### config.mk
export PLATFORM = sky130hd
export DESIGN_NAME = reg_writeback_unit
export DESIGN_NICKNAME = d
export VERILOG_FILES = /design/src/rtl/reg_writeback_unit.sv
export SDC_FILE = /design/constraint.sdc
export NUM_CORES = 1
export LEC_CHECK = 0
export BUFFER_PORTS_ARGS = -buffer_cell sky130_fd_sc_hd__buf_2
export CAP_MARGIN = 20
export CELL_PAD_IN_SITES_DETAIL_PLACEMENT = 1
export CELL_PAD_IN_SITES_GLOBAL_PLACEMENT = 1
export CORE_MARGIN = 5
export CORE_UTILIZATION = 34
export DETAILED_ROUTE_END_ITERATION = 8
export HOLD_SLACK_MARGIN = 0.03
export MAX_ROUTING_LAYER = met4
export PLACE_DENSITY_LB_ADDON = 0.1
export SETUP_SLACK_MARGIN = 0.02
export SLEW_MARGIN = 20
export SYNTH_ARGS = -nofsm -noshare
export SYNTH_HDL_FRONTEND = slang
export SYNTH_SLANG_ARGS = --single-unit
### constraint.sdc
create_clock -name i_clock -period 3.5 [get_ports i_clock]
set_clock_uncertainty 0.05 [all_clocks]
set_input_delay 0.175 -clock i_clock [delete_from_list [all_inputs] [get_ports i_clock]]
set_output_delay 0.175 -clock i_clock [all_outputs]
set_load 0.1 [all_outputs]
### src/rtl/reg_writeback_unit.sv
// Integer register-file writeback stage: commits ALU/CSR results directly, waits on LSU data for loads.
// Optional commit trace (i_pc / o_commit_pc / o_retired) is enabled with WB_COMMIT_TRACE_EN.
module reg_writeback_unit #(
  parameter int ADDR_WIDTH = 5,
  parameter int DATA_WIDTH = 32
) (
  input  logic                  i_clock,
  input  logic                  i_reset_n,
  input  logic                  i_valid,
  output logic                  o_ready,
  input  logic [ADDR_WIDTH-1:0] i_rd,
  input  logic                  i_rd_wen,
  input  logic [DATA_WIDTH-1:0] i_result,
  input  logic                  i_is_load,
  input  logic [2:0]            i_load_funct3,
  input  logic                  i_rvalid,
  input  logic [DATA_WIDTH-1:0] i_rdata,
  output logic                  o_rready,
  output logic                  o_wen,
  output logic [ADDR_WIDTH-1:0] o_waddr,
  output logic [DATA_WIDTH-1:0] o_wdata,
  output logic                  o_valid,
  output logic                  o_busy,
  output logic [ADDR_WIDTH-1:0] o_busy_rd
`ifdef WB_COMMIT_TRACE_EN
  ,
  input  logic [31:0]           i_pc,
  output logic [31:0]           o_commit_pc,
  output logic [63:0]           o_retired
`endif
);

  typedef enum logic [1:0] {
    S_IDLE      = 2'd0,
    S_LOAD_WAIT = 2'd1,
    S_COMMIT    = 2'd2
  } state_e;

  localparam logic [2:0] F3_LB  = 3'b000;
  localparam logic [2:0] F3_LH  = 3'b001;
  localparam logic [2:0] F3_LBU = 3'b100;
  localparam logic [2:0] F3_LHU = 3'b101;

  // Byte/half selection assumes a 32-bit word; lw and undefined funct3 pass the word through.
  function automatic logic [DATA_WIDTH-1:0] extend_load(
    input logic [DATA_WIDTH-1:0] raw,
    input logic [2:0]            funct3,
    input logic [1:0]            offset
  );
    logic [7:0]  byte_sel;
    logic [15:0] half_sel;
    case (offset)
      2'd0:    byte_sel = raw[7:0];
      2'd1:    byte_sel = raw[15:8];
      2'd2:    byte_sel = raw[23:16];
      default: byte_sel = raw[31:24];
    endcase
    half_sel = offset[1] ? raw[31:16] : raw[15:0];
    case (funct3)
      F3_LB:   extend_load = {{(DATA_WIDTH-8){byte_sel[7]}}, byte_sel};
      F3_LH:   extend_load = {{(DATA_WIDTH-16){half_sel[15]}}, half_sel};
      F3_LBU:  extend_load = {{(DATA_WIDTH-8){1'b0}}, byte_sel};
      F3_LHU:  extend_load = {{(DATA_WIDTH-16){1'b0}}, half_sel};
      default: extend_load = raw;
    endcase
  endfunction

  state_e                  state_q, state_d;
  logic [ADDR_WIDTH-1:0]   rd_q, rd_d;
  logic                    rd_wen_q, rd_wen_d;
  logic [DATA_WIDTH-1:0]   data_q, data_d;
  logic [2:0]              funct3_q, funct3_d;
  logic [1:0]              offset_q, offset_d;

  logic                    ready_q, ready_d;
  logic                    rready_q, rready_d;
  logic                    valid_q, valid_d;
  logic                    wen_q, wen_d;
  logic [ADDR_WIDTH-1:0]   waddr_q, waddr_d;
  logic [DATA_WIDTH-1:0]   wdata_q, wdata_d;
  logic                    busy_q, busy_d;
  logic [ADDR_WIDTH-1:0]   busy_rd_q, busy_rd_d;

  logic                    accept;
  logic                    load_rsp;
  logic                    commit_next;

`ifdef WB_COMMIT_TRACE_EN
  logic [31:0]             pc_q, pc_d;
  logic [31:0]             commit_pc_q, commit_pc_d;
  logic [63:0]             retired_q, retired_d;
`endif

  assign accept   = (state_q == S_IDLE) && i_valid;
  assign load_rsp = (state_q == S_LOAD_WAIT) && i_rvalid;

  // State register
  always_ff @(posedge i_clock or negedge i_reset_n) begin
    if (!i_reset_n) begin
      state_q <= S_IDLE;
    end else begin
      state_q <= state_d;
    end
  end

  // Next-state logic
  always_comb begin
    state_d = state_q;
    case (state_q)
      S_IDLE:      if (i_valid) state_d = i_is_load ? S_LOAD_WAIT : S_COMMIT;
      S_LOAD_WAIT: if (i_rvalid) state_d = S_COMMIT;
      S_COMMIT:    state_d = S_IDLE;
      default:     state_d = S_IDLE;
    endcase
  end

  // Latched instruction fields; load data overwrites the address once the LSU responds
  always_comb begin
    rd_d     = rd_q;
    rd_wen_d = rd_wen_q;
    data_d   = data_q;
    funct3_d = funct3_q;
    offset_d = offset_q;
`ifdef WB_COMMIT_TRACE_EN
    pc_d     = pc_q;
`endif
    if (accept) begin
      rd_d     = i_rd;
      rd_wen_d = i_rd_wen;
      data_d   = i_result;
      funct3_d = i_load_funct3;
      offset_d = i_result[1:0];
`ifdef WB_COMMIT_TRACE_EN
      pc_d     = i_pc;
`endif
    end else if (load_rsp) begin
      data_d = extend_load(i_rdata, funct3_q, offset_q);
    end
  end

  always_ff @(posedge i_clock or negedge i_reset_n) begin
    if (!i_reset_n) begin
      rd_q     <= '0;
      rd_wen_q <= 1'b0;
      data_q   <= '0;
      funct3_q <= '0;
      offset_q <= '0;
    end else begin
      rd_q     <= rd_d;
      rd_wen_q <= rd_wen_d;
      data_q   <= data_d;
      funct3_q <= funct3_d;
      offset_q <= offset_d;
    end
  end

  // Output logic: computed from the next state so every output is a flop
  always_comb begin
    commit_next = (state_d == S_COMMIT);
    ready_d     = (state_d == S_IDLE);
    rready_d    = (state_d == S_LOAD_WAIT);
    valid_d     = commit_next;
    wen_d       = commit_next && rd_wen_d && (rd_d != '0);
    waddr_d     = commit_next ? rd_d : '0;
    wdata_d     = commit_next ? data_d : '0;
    busy_d      = (state_d != S_IDLE);
    busy_rd_d   = (busy_d && rd_wen_d) ? rd_d : '0;
`ifdef WB_COMMIT_TRACE_EN
    commit_pc_d = commit_next ? pc_d : '0;
    retired_d   = retired_q + 64'(commit_next);
`endif
  end

  always_ff @(posedge i_clock or negedge i_reset_n) begin
    if (!i_reset_n) begin
      ready_q   <= 1'b1;
      rready_q  <= 1'b0;
      valid_q   <= 1'b0;
      wen_q     <= 1'b0;
      waddr_q   <= '0;
      wdata_q   <= '0;
      busy_q    <= 1'b0;
      busy_rd_q <= '0;
    end else begin
      ready_q   <= ready_d;
      rready_q  <= rready_d;
      valid_q   <= valid_d;
      wen_q     <= wen_d;
      waddr_q   <= waddr_d;
      wdata_q   <= wdata_d;
      busy_q    <= busy_d;
      busy_rd_q <= busy_rd_d;
    end
  end

`ifdef WB_COMMIT_TRACE_EN
  always_ff @(posedge i_clock or negedge i_reset_n) begin
    if (!i_reset_n) begin
      pc_q        <= '0;
      commit_pc_q <= '0;
      retired_q   <= '0;
    end else begin
      pc_q        <= pc_d;
      commit_pc_q <= commit_pc_d;
      retired_q   <= retired_d;
    end
  end

  assign o_commit_pc = commit_pc_q;
  assign o_retired   = retired_q;
`endif

  assign o_ready   = ready_q;
  assign o_rready  = rready_q;
  assign o_valid   = valid_q;
  assign o_wen     = wen_q;
  assign o_waddr   = waddr_q;
  assign o_wdata   = wdata_q;
  assign o_busy    = busy_q;
  assign o_busy_rd = busy_rd_q;

endmodule

==> results of run 1 <==
-- cells by family after synthesis --
logic type / share of synthesized area, %
AND/OR/NAND/NOR: 12.0
flip-flops: 51.2
AO/OA/AOI/OAI: 26.5
buffers and inverters: 6.44
multiplexers: 3.85
-- path summary, 6_finish.rpt --
kind,startpoint,endpoint,slack (ps),depth (start not counted)
hold / removal,i_result[3],data_q[3],40,3
setup / recovery,state_q[0],o_wen,1170,5
setup reg to reg,state_q[0],o_wen,1170,5
min in group asynchronous,i_reset_n,data_q[24],410,2
hold reg to reg,data_q[1],data_q[1],460,2
max in group asynchronous,i_reset_n,o_wdata[12],2070,3
-- metrics by stage --
| stage | setup slack [ps] | cell area, um2 |
|---|---|---|
| 2_1_floorplan | 1850 | 4450 |
| 3_3_place_gp | 1240 | 5120 |
| 3_5_place_dp | 1170 | 5120 |
| 4_1_cts | 1150 | 5560 |
| 5_1_grt | 983 | 5560 |
| 6_report | 1170 | 5560 |
-- flip-flops by register name (all words and copies together) (netlist names) --
signal and count:
state_q 2, rd_q 5, o_rready 1, o_valid 1
o_ready 1, data_q 31, rd_wen_q 1, o_wdata 32
o_busy_rd 5, o_wen 1, funct3_q 3, o_waddr 5
offset_q 2, o_busy 1
-- Yosys cell counts, drive strengths merged, types with 9 or more instances --
library cell and number:
nor2b 12, nand2 43, nor2 21, dfrtp 90, a21oi 40, inv 16
a21boi 16, a211oi 22, buf 26, mux2i 16, a31oi 9, o21ai 33
-- per-layer routing --
layer  up-vias  part of all wire (%)
met3        18                   4.1
met4         0                   1.9
met5         -                     0
met1      1747                    48
met2        90                    46
li1       1738                     -
-- where the power goes --
part | total [mW] | switching, mW | internal (mW)
logic | 1.54 | 1.13 | 0.411
registers | 1.41 | 0.121 | 1.28
clock network | 0.979 | 0.424 | 0.555
total | 3.92 | 1.67 | 2.25
-- worst max-delay path, delay by kind of cell (launching register included) --
family / cells / cell delay (ps)
buf+inv: 2 / 620
flops: 1 / 590
compound gates: 1 / 350
mux: 1 / 330
simple gates: 1 / 250
-- area by class of cell --
class | instances | share of cell area [%]
well taps | 172 | 3.87
multi-input cells | 277 | 33.9
repair buffers | 146 | 14.8
clock buffers | 10 | 4.12
inverters | 16 | 1.08
flip-flops and latches | 91 | 41.0
clock inverters | 6 | 1.19
==> results.cfg, run 1 <==
[yosys]
postSynthAreaPerCell_um2 = 10.7
synth_top_area_share_pct = 50.6
synth_flop_cell = dfrtp_1
yosys.area.top_type = dfrtp_1
synth.distinct_cells = 48
ys_warn_count = 0
synth_area_um2 = 4450
syn_nets = 495
postSynthCellCount = 417
ys_seq_area_share_pct = 51.2
yosys-top-cells-area = dfrtp_1, a21oi_1, a211oi_2, a21boi_2, o21ai_0
synth-edff-count = 0
synthArstFlopShare_pct = 100
ys_ff_latch = 91

[global_routing]
overflow = 0
top_usage_layer = met2
use_met1_pct = 23.8
grt_pass1_vias = 3917
antenna_found_initial = 0
grt_max_degree = 66
grtUsageTotal_pct = 18.2
use_met2_pct = 28.1
grt_pass1_wl_um = 21900
grt_use_met3_pct = 3.82

[pwr]
leakage_nw = 2.71
ir_drop_mv = 0.371
power_density_nw_per_um2 = 706
p_total_mw = 3.92

[final_layout]
multi_input_area_um2 = 1890
antenna_cells = 0
final_nets = 619
syn2layout_area_growth_pct = 24.9
final_cell_mix = buf_2, dfrtp_1, nand2_1
seqCellArea_um2 = 2280
post-route-util_pct = 43.7
drive_gt1_share_pct = 34.8
layout.cells.non_filler = 718
final_common_cell = buf_2
fillerInstances = 1483

[detailed_routing]
routed_via_density = 5.00
drtAntennaViolNets = 0
drt_iter0_drc = 155
dr.pass1.iters = 4
vias = 3593
wire_per_inst_um = 18.7
remaining_drc_errors = 0
finalWirelength_um = 13400

[clock_tree]
cts_max_level = 3
clockRootBuffer = clkbuf_16
clock_path_buffers = 2
cts_hold_buf = 14
numClockSinks = 91
clkTransAtPathRegs_ps = 70
cts_made_buffers = 9
cts_resized = 0
cts_setup_buffers = 0
clk_latency_ps = 350
cts_tree = done

[status]
status = completed

[sta]
finalSetupViolCount = 0
fmax_mhz = 430
slew_headroom_pct = 45.2
hold_viol_final = 0
worst_pin_slew_ps = 823
rsz0062_at_grt = false
fin_setup_tns_ps = 0
whs_ps = 38.3
finalCritPeriodShare_pct = 66.5
fin_crit_ps = 2330
final_max_slew_viol_count = 0

[die]
std_cell_rows = 41
die_area_um2 = 15500
die_y_um = 124
pin_count = 125
start_util_pct = 35.0
die_w_um = 124
core_area_um2 = 12700

[job]
maxCapViolations = 0

[critical_path]
cp_max_fo = 41
cp.required_ps = 3680
start_kind = register
end_kind = register
cp_slowest_cell = dfrtp_1
cp_cell_sequence = nor3b_4 -> buf_4 -> mux2i_1 -> inv_1 -> o311a_1
cp.arrival_ps = 2510
cpPeakStageDelay_ps = 590
critical_path_class = reg2reg

[placed_design]
io_buffers = 124
dp_hpwl_um = 9580
globalplace.congestion = 0.832
place_inst = 688

[hold_path]
hp-class = in2reg
No activity file was read; power rests on OpenSTA's default activity.
==> run 2: changes to the inputs <==
==> constraint.sdc (replaced) <==
create_clock -name i_clock -period 2.4 [get_ports i_clock]
set_clock_uncertainty 0.05 [all_clocks]
set_input_delay 0.12 -clock i_clock [delete_from_list [all_inputs] [get_ports i_clock]]
set_output_delay 0.12 -clock i_clock [all_outputs]
set_load 0.1 [all_outputs]
==> run 2 against run 1 <==
Against the previous run:
- fmax increased by 16%
- worst setup slack worse by 770 ps
- flip-flop and latch count did not move
- critical path type unchanged
- sequential power is 45% higher
- via count increased by 3.0%
- global-route usage is 0.47 points higher
==> results.cfg, run 2 (synthesis results as in run 1) <==
[hold_path]
hold_depth = 3
hp-class = in2reg

[critical_path]
cp_slowest_cell = dfrtp_1
critical_path_class = reg2reg
crit_buf_inv = 1
cp.depth = 4
critical_path.top_delay_family = flip-flops
start_kind = register
reg2regPathDepth = 4
cp_max_fo = 16
cp.required_ps = 2610
reg2reg_slack_ps = 400
cpPeakStageDelay_ps = 690
cp.arrival_ps = 2210
end_kind = register
cp_cell_sequence = and3b_1 -> buf_4 -> nand4_2 -> a31oi_1

[sta]
finalCritPeriodShare_pct = 83.4
slew_headroom_pct = 57.4
fmax_mhz = 500
fin_crit_ps = 2000
worst_pin_slew_ps = 637
finalSetupViolCount = 0
final_max_slew_viol_count = 0
fin_ws_ps = 399
fin_setup_tns_ps = 0
hold_viol_final = 0
rsz0062_at_grt = false

[final_layout]
antenna_cells = 0
syn2layout_area_growth_pct = 32.2
largest_register_ff_count = 32
final_common_cell = buf_2
final_cell_area_um2 = 5880
post-route-util_pct = 46.2
drive_gt1_share_pct = 33.7
fillerInstances = 1460
final_cell_mix = buf_2, dfrtp_1, nand2_1
final_nets = 645

[placed_design]
dp_hpwl_um = 9730
globalplace.congestion = 0.867
place_area_um2 = 5180
dp_slack_ps = 394
io_buffers = 124

[pwr]
p_total_mw = 5.90
power.internal_mw = 3.46
pwr-share-seq_pct = 34.8
switching_share_pct = 41.2
clockPowerShare_pct = 26.2
ir_drop_mv = 0.449
power_density_nw_per_um2 = 1000
comb_power_share_pct = 39.0
switchingPower_mw = 2.43
leakage_nw = 2.85

[clock_tree]
cts_made_buffers = 9
clockRootBuffer = clkbuf_16
cts_tree = done
numClockSinks = 91
cts_resized = 0
cts_setup_buffers = 0
clock_path_buffers = 2
clk_latency_ps = 340
clkTransAtPathRegs_ps = 60
cts_max_level = 3

[die]
core_area_um2 = 12700
pin_count = 125
die_w_um = 124
die_y_um = 124
start_util_pct = 35.0
std_cell_rows = 41
die_area_um2 = 15500

[global_routing]
use_met1_pct = 24.6
grtUsageTotal_pct = 18.7
grt_pass1_wl_um = 22600
overflow = 0
antenna_found_initial = 0
grt_max_degree = 52
grt_use_met3_pct = 3.82
grt_pass1_vias = 4042
top_usage_layer = met2
use_met2_pct = 29.1

[detailed_routing]
dr.pass1.iters = 4
drtAntennaViolNets = 0
finalWirelength_um = 13600
drt_iter0_drc = 270
wire_per_inst_um = 18.3
remaining_drc_errors = 0
routed_via_density = 4.98
vias = 3702

[job]
maxCapViolations = 0

[status]
status = completed
## run 2: cell count changes in the layout (fill, tap and decap cells not counted)
cell and change:
buf_12 +3, bufinv_16 +1, clkbuf_8 +1, clkinv_2 -1, clkinv_4 +1, clkinvlp_4 -2
dlygate4sd3_1 +23
## run 2: worst min-delay path, delay by kind of cell
family                 cells  cell delay [ps]
AND/OR/NAND/NOR            1               50
AO/OA/AOI/OAI              1              130
buffers and inverters      1               80
## run 2: final timing paths
| path | startpoint | end |
|---|---|---|
| min in group asynchronous | i_reset_n | o_wdata[27] |
| setup / recovery | state_q[0] | o_wdata[14] |
| setup reg to reg | state_q[0] | o_wdata[14] |
| hold reg to reg | data_q[0] | data_q[0] |
| max in group asynchronous | i_reset_n | o_ready |
| hold / removal | i_result[4] | data_q[4] |
## run 2: stage by stage
step | std cells | hold WS [ps]
floorplan | 417 | -226
global route | 744 | 44.5
global placement | 691 | 97.1
finish | 744 | 48.7
CTS | 744 | 33.2
detailed placement | 691 | 102
## run 2: power groups by stage
stage	combinational (mW)	sequential, mW	clock (mW)
2_1_floorplan	1.04	2.83	0
3_3_place_gp	2.23	2.07	0
3_5_place_dp	2.26	2.08	0
4_1_cts	2.32	2.06	1.59
5_1_grt	2.47	2.10	1.67
6_report	2.30	2.05	1.55
## run 2: area by class of cell
class	count	area, um2	area share (%)
multi-input cells	277	1890	32.1
flip-flops and latches	91	2280	38.7
inverters	16	60.1	1.02
well taps	172	215	3.66
clock inverters	5	85.1	1.45
repair buffers	172	1110	18.9
clock buffers	11	243	4.13
## run 2: metal layers
layer  share of wire (%)  up-vias
met3                 4.6       13
li1                    -     1779
met4                 1.4        0
met1                  47     1813
met2                  47       97
met5                   0        -
## run 2: what timing repair did
action                                  4_1_cts  5_1_grt
hold buffers                                 37        0
hold endpoints to repair                     83        0
endpoints found under the setup margin        0        0
==> run 3: changes to the inputs <==
==> constraint.sdc (replaced) <==
create_clock -name i_clock -period 1.75 [get_ports i_clock]
set_clock_uncertainty 0.05 [all_clocks]
set_input_delay 0.0875 -clock i_clock [delete_from_list [all_inputs] [get_ports i_clock]]
set_output_delay 0.0875 -clock i_clock [all_outputs]
set_load 0.1 [all_outputs]
==> run 3 against run 2 <==
Against the previous run:
- sequential share of layout area fell by 6.5 points
- via count rose by 13%
- cell area rose by 20%
- global-route usage rose by 1.6 points
- die area did not move
- worst setup slack got worse by 450 ps
- non-clock buffer count rose by 81
- critical path type unchanged
- combinational power rose by 87%
- clock power rose by 23%
- flip-flop and latch count did not move
- the flow now finishes with violations (setup timing)
- final cell count rose by 11%
- register-to-register slack got worse by 450 ps
==> results.cfg, run 3 (synthesis results as in run 1) <==
[final_layout]
syn2layout_area_growth_pct = 58.8
largest_register_ff_count = 32
antenna_cells = 0
post-route-util_pct = 55.6
layout.cells.non_filler = 826
final_nets = 727
drive_gt1_share_pct = 46.9
final_cell_mix = buf_2, dfrtp_1, dlygate4sd3_1
final_cell_area_um2 = 7070
final_common_cell = buf_2

[clock_tree]
clockRootBuffer = clkbuf_16
clock_path_buffers = 2
cts_tree = done
clk_latency_ps = 350
cts_max_level = 3
cts_made_buffers = 9
clkTransAtPathRegs_ps = 70
numClockSinks = 91

[critical_path]
critical_path_class = reg2reg
cp.arrival_ps = 2000
end_kind = register
cp.required_ps = 1960
cp_max_fo = 8
start_kind = register

[sta]
fmax_mhz = 557
fin_crit_ps = 1800
rsz0062_at_grt = true
hold_viol_final = 0
finalSetupViolCount = 11
final_max_slew_viol_count = 0
whs_ps = 48.2
worst_pin_slew_ps = 546
fin_ws_ps = -46.6
finalCritPeriodShare_pct = 103
slew_headroom_pct = 63.6

[die]
pin_count = 125
die_w_um = 124
std_cell_rows = 41
start_util_pct = 35.0
die_area_um2 = 15500
die_y_um = 124
core_area_um2 = 12700

[global_routing]
grtUsageTotal_pct = 20.3
grt_pass1_vias = 4427
grt_max_degree = 37
grt_pass1_wl_um = 24500
antenna_found_initial = 0
overflow = 0

[placed_design]
place_area_um2 = 5410
io_buffers = 124
dp_hpwl_um = 10200
place_inst = 716
globalplace.congestion = 0.843

[detailed_routing]
drtAntennaViolNets = 0
remaining_drc_errors = 0
drt_iter0_drc = 208
wire_per_inst_um = 19.5
routed_via_density = 5.06
vias = 4182
finalWirelength_um = 16100
dr.pass1.iters = 4

[pwr]
switching_share_pct = 42.8
leakage_nw = 3.38
pwr-share-seq_pct = 31.3
power_density_nw_per_um2 = 1280
power.internal_mw = 5.16
comb_power_share_pct = 47.7
switchingPower_mw = 3.86
p_total_mw = 9.02
clockPowerShare_pct = 21.1
ir_drop_mv = 0.743

[status]
violations = setup timing
status = finished, violations left

[hold_path]
hp-class = in2reg

[job]
maxCapViolations = 0
## run 3: cell count changes in the layout (fill, tap and decap cells not counted), sizes merged
cell | previous run | this run
dlygate4sd3 | 37 | 55
a31oi | 9 | 10
inv | 17 | 20
clkinvlp | 1 | 2
clkbuf | 11 | 14
bufinv | 2 | 0
buf | 135 | 193
## run 3: worst max-delay path, stage by stage, from the launching register on
cell and delay, ps:
dfrtp_2 490, mux2i_4 220, o41ai_4 310, buf_4 170, a31oi_4 50, buf_12 200, a211oi_2 210
## run 3: worst paths after layout
kind                              start          end  slack (ps)  cells past startpoint
min                        i_result[15]   data_q[15]          50                      3
max                         offset_q[1]  o_wdata[18]         -50                      6
min reg2reg                   data_q[0]    data_q[0]         460                      2
max reg2reg                 offset_q[1]  o_wdata[18]         -50                      6
min in group asynchronous     i_reset_n  o_wdata[25]         220                      2
max in group asynchronous     i_reset_n      o_ready         800                      3
## run 3: metrics by stage
step / setup WS, ps / setup TNS, ps
2_1_floorplan: 96.7 / 0
3_3_place_gp: -293 / -9740
3_5_place_dp: -425 / -14990
4_1_cts: 21.0 / 0
5_1_grt: -102 / -1780
6_report: -46.6 / -164
## run 3: what timing repair did
action	CTS	global route
setup buffers	15	16
hold buffers	55	0
pin swaps	7	21
resized for setup	13	99
endpoints found under the hold margin	104	0
setup endpoints to repair	62	59
gates cloned	1	7
## run 3: per-layer routing
metal	global-route usage, %	part of all wire, %
met5	-	0
met2	32.2	49
met4	7.03	2.0
met3	4.55	4.6
met1	25.8	45
## run 3: cell type report
class                           count  area (um2)
Clock buffer                        9         225
Clock inverter                      7        58.8
Fill cell                        1430        5650
Inverter                           16        60.1
Multi-Input combinational cell    278        2250
Sequential cell                    91        2280
Tap cell                          172         215
Timing Repair Buffer              253        1980
## run 3: power groups by stage
stage / Sequential, mW / Combinational (mW) / Clock [mW]
finish: 2.82 / 4.30 / 1.90
global route: 2.87 / 4.56 / 2.03
CTS: 2.76 / 3.71 / 1.95
detailed placement: 2.78 / 3.40 / 0
global placement: 2.76 / 3.34 / 0
floorplan: 3.88 / 1.42 / 0
